==> config.mk <==
export PLATFORM = sky130hd
export DESIGN_NAME = somador_serial
export DESIGN_NICKNAME = d
export VERILOG_FILES = /design/src/rtl/somador_pkg.sv /design/src/rtl/somador_completo_1bit.sv /design/src/rtl/somador_meio_1bit.sv /design/src/rtl/somador_serial.sv
export SDC_FILE = /design/constraint.sdc
export NUM_CORES = 1
export LEC_CHECK = 0
export ABC_AREA = 1
export CAP_MARGIN = 10
export CORE_ASPECT_RATIO = 0.8
export CORE_MARGIN = 1
export CORE_UTILIZATION = 35
export CTS_CLUSTER_SIZE = 14
export DETAILED_ROUTE_END_ITERATION = 12
export GPL_TIMING_DRIVEN = 1
export PLACE_DENSITY_LB_ADDON = 0.1
export SYNTH_ARGS = -nofsm -noshare
export SYNTH_HDL_FRONTEND = slang
export SYNTH_SLANG_ARGS = --single-unit
==> constraint.sdc <==
create_clock -name clk -period 3.6 [get_ports clk]
set_clock_uncertainty 0.15 [all_clocks]
set_input_delay 0.72 -clock clk [delete_from_list [all_inputs] [get_ports clk]]
set_output_delay 0.72 -clock clk [all_outputs]
set_load 0.03 [all_outputs]
==> src/rtl/somador_pkg.sv <==
// Shared constants for the bit-serial adder: default geometry and FSM encoding.
package somador_pkg;

  localparam int unsigned WIDTH_DEFAULT = 4;
  localparam int unsigned CNT_W_DEFAULT = 4;
  localparam int unsigned ST_W          = 2;

  localparam logic [ST_W-1:0] ST_IDLE = 2'd0;
  localparam logic [ST_W-1:0] ST_ADD  = 2'd1;
  localparam logic [ST_W-1:0] ST_DONE = 2'd2;

endpackage

==> src/rtl/somador_completo_1bit.sv <==
// Combinational 1-bit full adder built from two half-adder cells.
//   a, b     : operand bits
//   cin      : carry in
//   sum      : a ^ b ^ cin
//   carryOut : carry out (OR of the two half-adder carries)
module somador_completo_1bit (
  input  logic a,
  input  logic b,
  input  logic cin,
  output logic sum,
  output logic carryOut
);

  logic s1;
  logic c1;
  logic c2;

  somador_meio_1bit u_ha0 (
    .a     (a),
    .b     (b),
    .sum   (s1),
    .carry (c1)
  );

  somador_meio_1bit u_ha1 (
    .a     (s1),
    .b     (cin),
    .sum   (sum),
    .carry (c2)
  );

  // Both carries can never be high together, so OR is sufficient.
  assign carryOut = c1 | c2;

endmodule

==> src/rtl/somador_meio_1bit.sv <==
// 1-bit half adder cell.
//   a, b  : input bits
//   sum   : a xor b
//   carry : a and b
module somador_meio_1bit (
  input  logic a,
  input  logic b,
  output logic sum,
  output logic carry
);

  assign sum   = a ^ b;
  assign carry = a & b;

endmodule

==> src/rtl/somador_serial.sv <==
// Bit-serial adder: accepts {a, b, cin} via valid/ready, adds one bit pair per
// cycle LSB first through a full-adder cell, then presents {carry_out, sum}
// via a second valid/ready handshake.
//   clk, rst_n          : clock, async active-low reset
//   in_valid/in_ready   : operand handshake (in_ready high only in IDLE)
//   a, b, cin           : operands and initial carry
//   out_valid/out_ready : result handshake (out_valid high only in DONE)
//   sum, carry_out      : result, held from end of ADD until next accept
//   busy                : high while bits are being added
module somador_serial
  import somador_pkg::*;
#(
  parameter int unsigned WIDTH = WIDTH_DEFAULT,
  parameter int unsigned CNT_W = CNT_W_DEFAULT
) (
  input  logic             clk,
  input  logic             rst_n,
  input  logic             in_valid,
  output logic             in_ready,
  input  logic [WIDTH-1:0] a,
  input  logic [WIDTH-1:0] b,
  input  logic             cin,
  output logic             out_valid,
  input  logic             out_ready,
  output logic [WIDTH-1:0] sum,
  output logic             carry_out,
  output logic             busy
);

  logic [ST_W-1:0]  state_q, state_d;
  logic [WIDTH-1:0] a_q, a_d;
  logic [WIDTH-1:0] b_q, b_d;
  logic [WIDTH-1:0] sum_q, sum_d;
  logic [CNT_W-1:0] cnt_q, cnt_d;
  logic             carry_q, carry_d;
  logic             carry_out_q, carry_out_d;
  logic             fa_sum;
  logic             fa_carry;

  // Single full-adder cell fed by the operand LSBs and the running carry.
  somador_completo_1bit u_fa (
    .a        (a_q[0]),
    .b        (b_q[0]),
    .cin      (carry_q),
    .sum      (fa_sum),
    .carryOut (fa_carry)
  );

  // State and datapath registers.
  always_ff @(posedge clk or negedge rst_n) begin
    if (!rst_n) begin
      state_q     <= ST_IDLE;
      a_q         <= '0;
      b_q         <= '0;
      sum_q       <= '0;
      cnt_q       <= '0;
      carry_q     <= 1'b0;
      carry_out_q <= 1'b0;
    end else begin
      state_q     <= state_d;
      a_q         <= a_d;
      b_q         <= b_d;
      sum_q       <= sum_d;
      cnt_q       <= cnt_d;
      carry_q     <= carry_d;
      carry_out_q <= carry_out_d;
    end
  end

  // Next-state and datapath update.
  always_comb begin
    state_d     = state_q;
    a_d         = a_q;
    b_d         = b_q;
    sum_d       = sum_q;
    cnt_d       = cnt_q;
    carry_d     = carry_q;
    carry_out_d = carry_out_q;

    case (state_q)
      ST_IDLE: begin
        if (in_valid && in_ready) begin
          a_d         = a;
          b_d         = b;
          carry_d     = cin;
          cnt_d       = '0;
          sum_d       = '0;
          carry_out_d = 1'b0;
          state_d     = ST_ADD;
        end
      end
      ST_ADD: begin
        // Sum bits enter at the MSB, so after WIDTH shifts bit 0 is the first one computed.
        sum_d   = {fa_sum, sum_q[WIDTH-1:1]};
        a_d     = a_q >> 1;
        b_d     = b_q >> 1;
        carry_d = fa_carry;
        cnt_d   = cnt_q + CNT_W'(1);
        if (cnt_q == CNT_W'(WIDTH - 1)) begin
          carry_out_d = fa_carry;
          state_d     = ST_DONE;
        end
      end
      ST_DONE: begin
        if (out_ready) begin
          state_d = ST_IDLE;
        end
      end
      default: begin
        state_d = ST_IDLE;
      end
    endcase
  end

  // Handshake flags are pure decodes of the state register.
  assign in_ready  = (state_q == ST_IDLE);
  assign out_valid = (state_q == ST_DONE);
  assign busy      = (state_q == ST_ADD);
  assign sum       = sum_q;
  assign carry_out = carry_out_q;

endmodule

==> results.toml <==
[worst_hold_path]
min_path_cells = 2
min_to = "carry_out"
hp-start = "carry_out"
hp-class = "flop to flop"

[timing]
tns_ns = 0
min_period_over_period = 0.7538
setup_viol = 0
drv_slew = 0
max_freq_mhz = 368.5
rsz0062_at_grt = "false"
slew_headroom = 0.4018
finalHoldViolCount = 0
worst_slew_pin_slew_ns = 0.8945
fin_crit_ns = 2.714

[floorplanning]
die_w_um = 60.62
ios = 21
initial_utilization = 0.3814
coreArea_mm2 = 0.002522
rows = 16
dieArea_mm2 = 0.002964
fp.dieH_um = 48.90

[grt]
grt_max_degree = 21
antenna_found_initial = 0
first_global_vias = 814
grt_use_total = 0.1525
grt-ovfl-total = 0
grt_pass1_wl_um = 3408

[power_and_ir_drop]
power_switching_uw = 486.6
p_int_uw = 637.6
leakagePower_uw = 0.0006107
power_density_mw_per_mm2 = 905.7
netSwitchingFraction = 0.4329
vdd.ir_drop.worst_uv = 339.9
seqPwrFrac = 0.340
total_power_uw = 1124
pwr-share-comb = 0.496
clkPwrFrac = 0.164

[layout]
num_antenna_cells = 0
num-nets-final = 158
drive_gt1_frac = 0.04225
fin_util = 0.4921
area_growth_pct = 29.00
fin_cells = 178
fin_area_mm2 = 0.001241

[route]
drtIter0Drc = 28
wirelength_um = 1866
antenna_left = 0
num_vias = 802
vias_per_cell = 4.506
drc = 0
wl_per_cell_um = 10.48
drtPass1Iterations = 6

[synth]
avgSynthCellArea_um2 = 8.018
ys_top_cells_by_count = "47 x nand2_1, 20 x dfrtp_1, 17 x inv_1"
synth_area_leader_cell = "dfrtp_1"
synth_top_area_share = 0.5202
yosys.cell_types.count = 15
synth_enable_flop_cells = 0
synth_seq_cells = 20
syn_inst = 120
ys_warn_count = 0
synthArstFlopShare = 1.000
ys_top_cells_by_area = "dfrtp_1 52%, nand2_1 18%, inv_1 6.6%"
seq_area_frac_synth = 0.5202
yosysMostFrequentCell = "nand2_1"
synthFlopType = "dfrtp_1"
synth.cell_area_um2 = 962.2
synth_fp_nets = 135

[setup_path]
path_delay_family = "buffers and inverters"
r2r-start = "state_q[0]"
arrival_ns = 1.84
crit_fanout = 9
crit_start = "state_q[1]"
path_cells = "nor2_2 > clkdlybuf4s50_1"
r2r_cells = 5
cpPeakStageDelay_ns = 0.74
start_kind = "flop"
required_ns = 2.73
worst_path_max_delay_cell = "clkdlybuf4s50_1"
end_kind = "primary output"
r2r-end = "cnt_q[3]"
r2r_slack_ns = 1.98
crit_type = "flop to primary output"
crit_buf_inv = 1
cp_num_cells = 2

[clocking]
cts.clk_slew.worst_paths_ns = 0.12
cts_buffer_depth = 2
root_buffer = "clkbuf_4"
h-tree-depth = 1
ctsHoldBuffers = 0
cts_setup_buffers = 0
cts_resized = 0
cts.sinks = 20
numCtsBuffers = 3
clock_latency_ns = 0.31
cts_tree = "done"

[placement]
hpwlAfterDp_um = 1385
port_buffers = 20
place_congestion = 0.7816
dpl.cell_count = 174
dpl-instance-area_mm2 = 0.001189

[outcome]
status = "finished, final reports clean"

[job]
maxCapViolCount = 0
==> worst min-delay path, cell delays in order (launching register included) <==
cell	delay (ns)
dfrtp_1	0.36
nand2_1	0.05
nand2_1	0.05
==> sequential cells by signal (all words and copies together), names as in the netlist <==
register   count
state_q        2
carry_q        1
sum            4
carry_out      1
cnt_q          4
a_q            4
b_q            4
==> through the flow <==
stage / worst slack (ns) / hold WS [ns]
6_report: 0.8864 / 0.3350
5_1_grt: 0.7342 / 0.3648
4_1_cts: 0.8678 / 0.3461
3_5_place_dp: 1.093 / 0.3160
3_3_place_gp: 1.153 / 0.3107
2_1_floorplan: 1.752 / 0.2744
==> power groups by stage <==
stage                     Combinational [uW]  Clock (uW)  Sequential (uW)
after global placement                   557           0              383
after floorplan                          358           0              427
after detailed placement                 566           0              387
final                                    558         185              382
after CTS                                568         190              382
after global routing                     639         199              396
==> cells in the final DEF (no fill, tap or decap) <==
cell type	netlist	final
nand3_1	6	6
nor2_2	1	1
clkbuf_4	0	3
nand2_1	47	47
ha_1	1	1
o22ai_1	4	4
fa_1	1	1
a21oi_1	1	1
nor2_1	7	7
inv_1	17	17
a21oi_4	1	1
bufinv_16	0	1
clkdlybuf4s50_1	0	20
o21ai_0	11	11
dfrtp_1	20	20
nand4_1	1	1
==> layout make-up <==
cell class	count	area, um^2
clock buffers	3	22.52
well taps	36	45.04
flip-flops and latches	20	500.5
clock inverters	1	30.03
fillers	263	1281
inverters	17	63.81
repair buffers	20	200.2
multi-input cells	81	379.1
==> logic make-up after synthesis <==
family	after synthesis	share of synthesized area
buf+inv	19	0.08583
flops	20	0.5202
simple gates	62	0.2549
compound gates	17	0.1053
fa+ha+maj	2	0.03381
==> per-layer routing <==
| metal | GRT usage | part of all wire | up-vias |
|---|---|---|---|
| li1 | - | - | 416 |
| met1 | 0.2104 | 0.49 | 370 |
| met2 | 0.2326 | 0.46 | 16 |
| met5 | 0 | 0 | - |
| met3 | 0.05570 | 0.045 | 0 |
| met4 | 0.02273 | 0 | 0 |
==> worst max-delay path by stage <==
| stage | end | slack (ns) |
|---|---|---|
| 2_1_floorplan | in_ready | 1.75 |
| 3_3_place_gp | sum[0] | 1.15 |
| 3_5_place_dp | cnt_q[3] | 1.09 |
| 4_1_cts | busy | 0.87 |
| 5_1_grt | busy | 0.73 |
| 6_report | busy | 0.89 |
No activity file was read; power rests on OpenSTA's default activity.
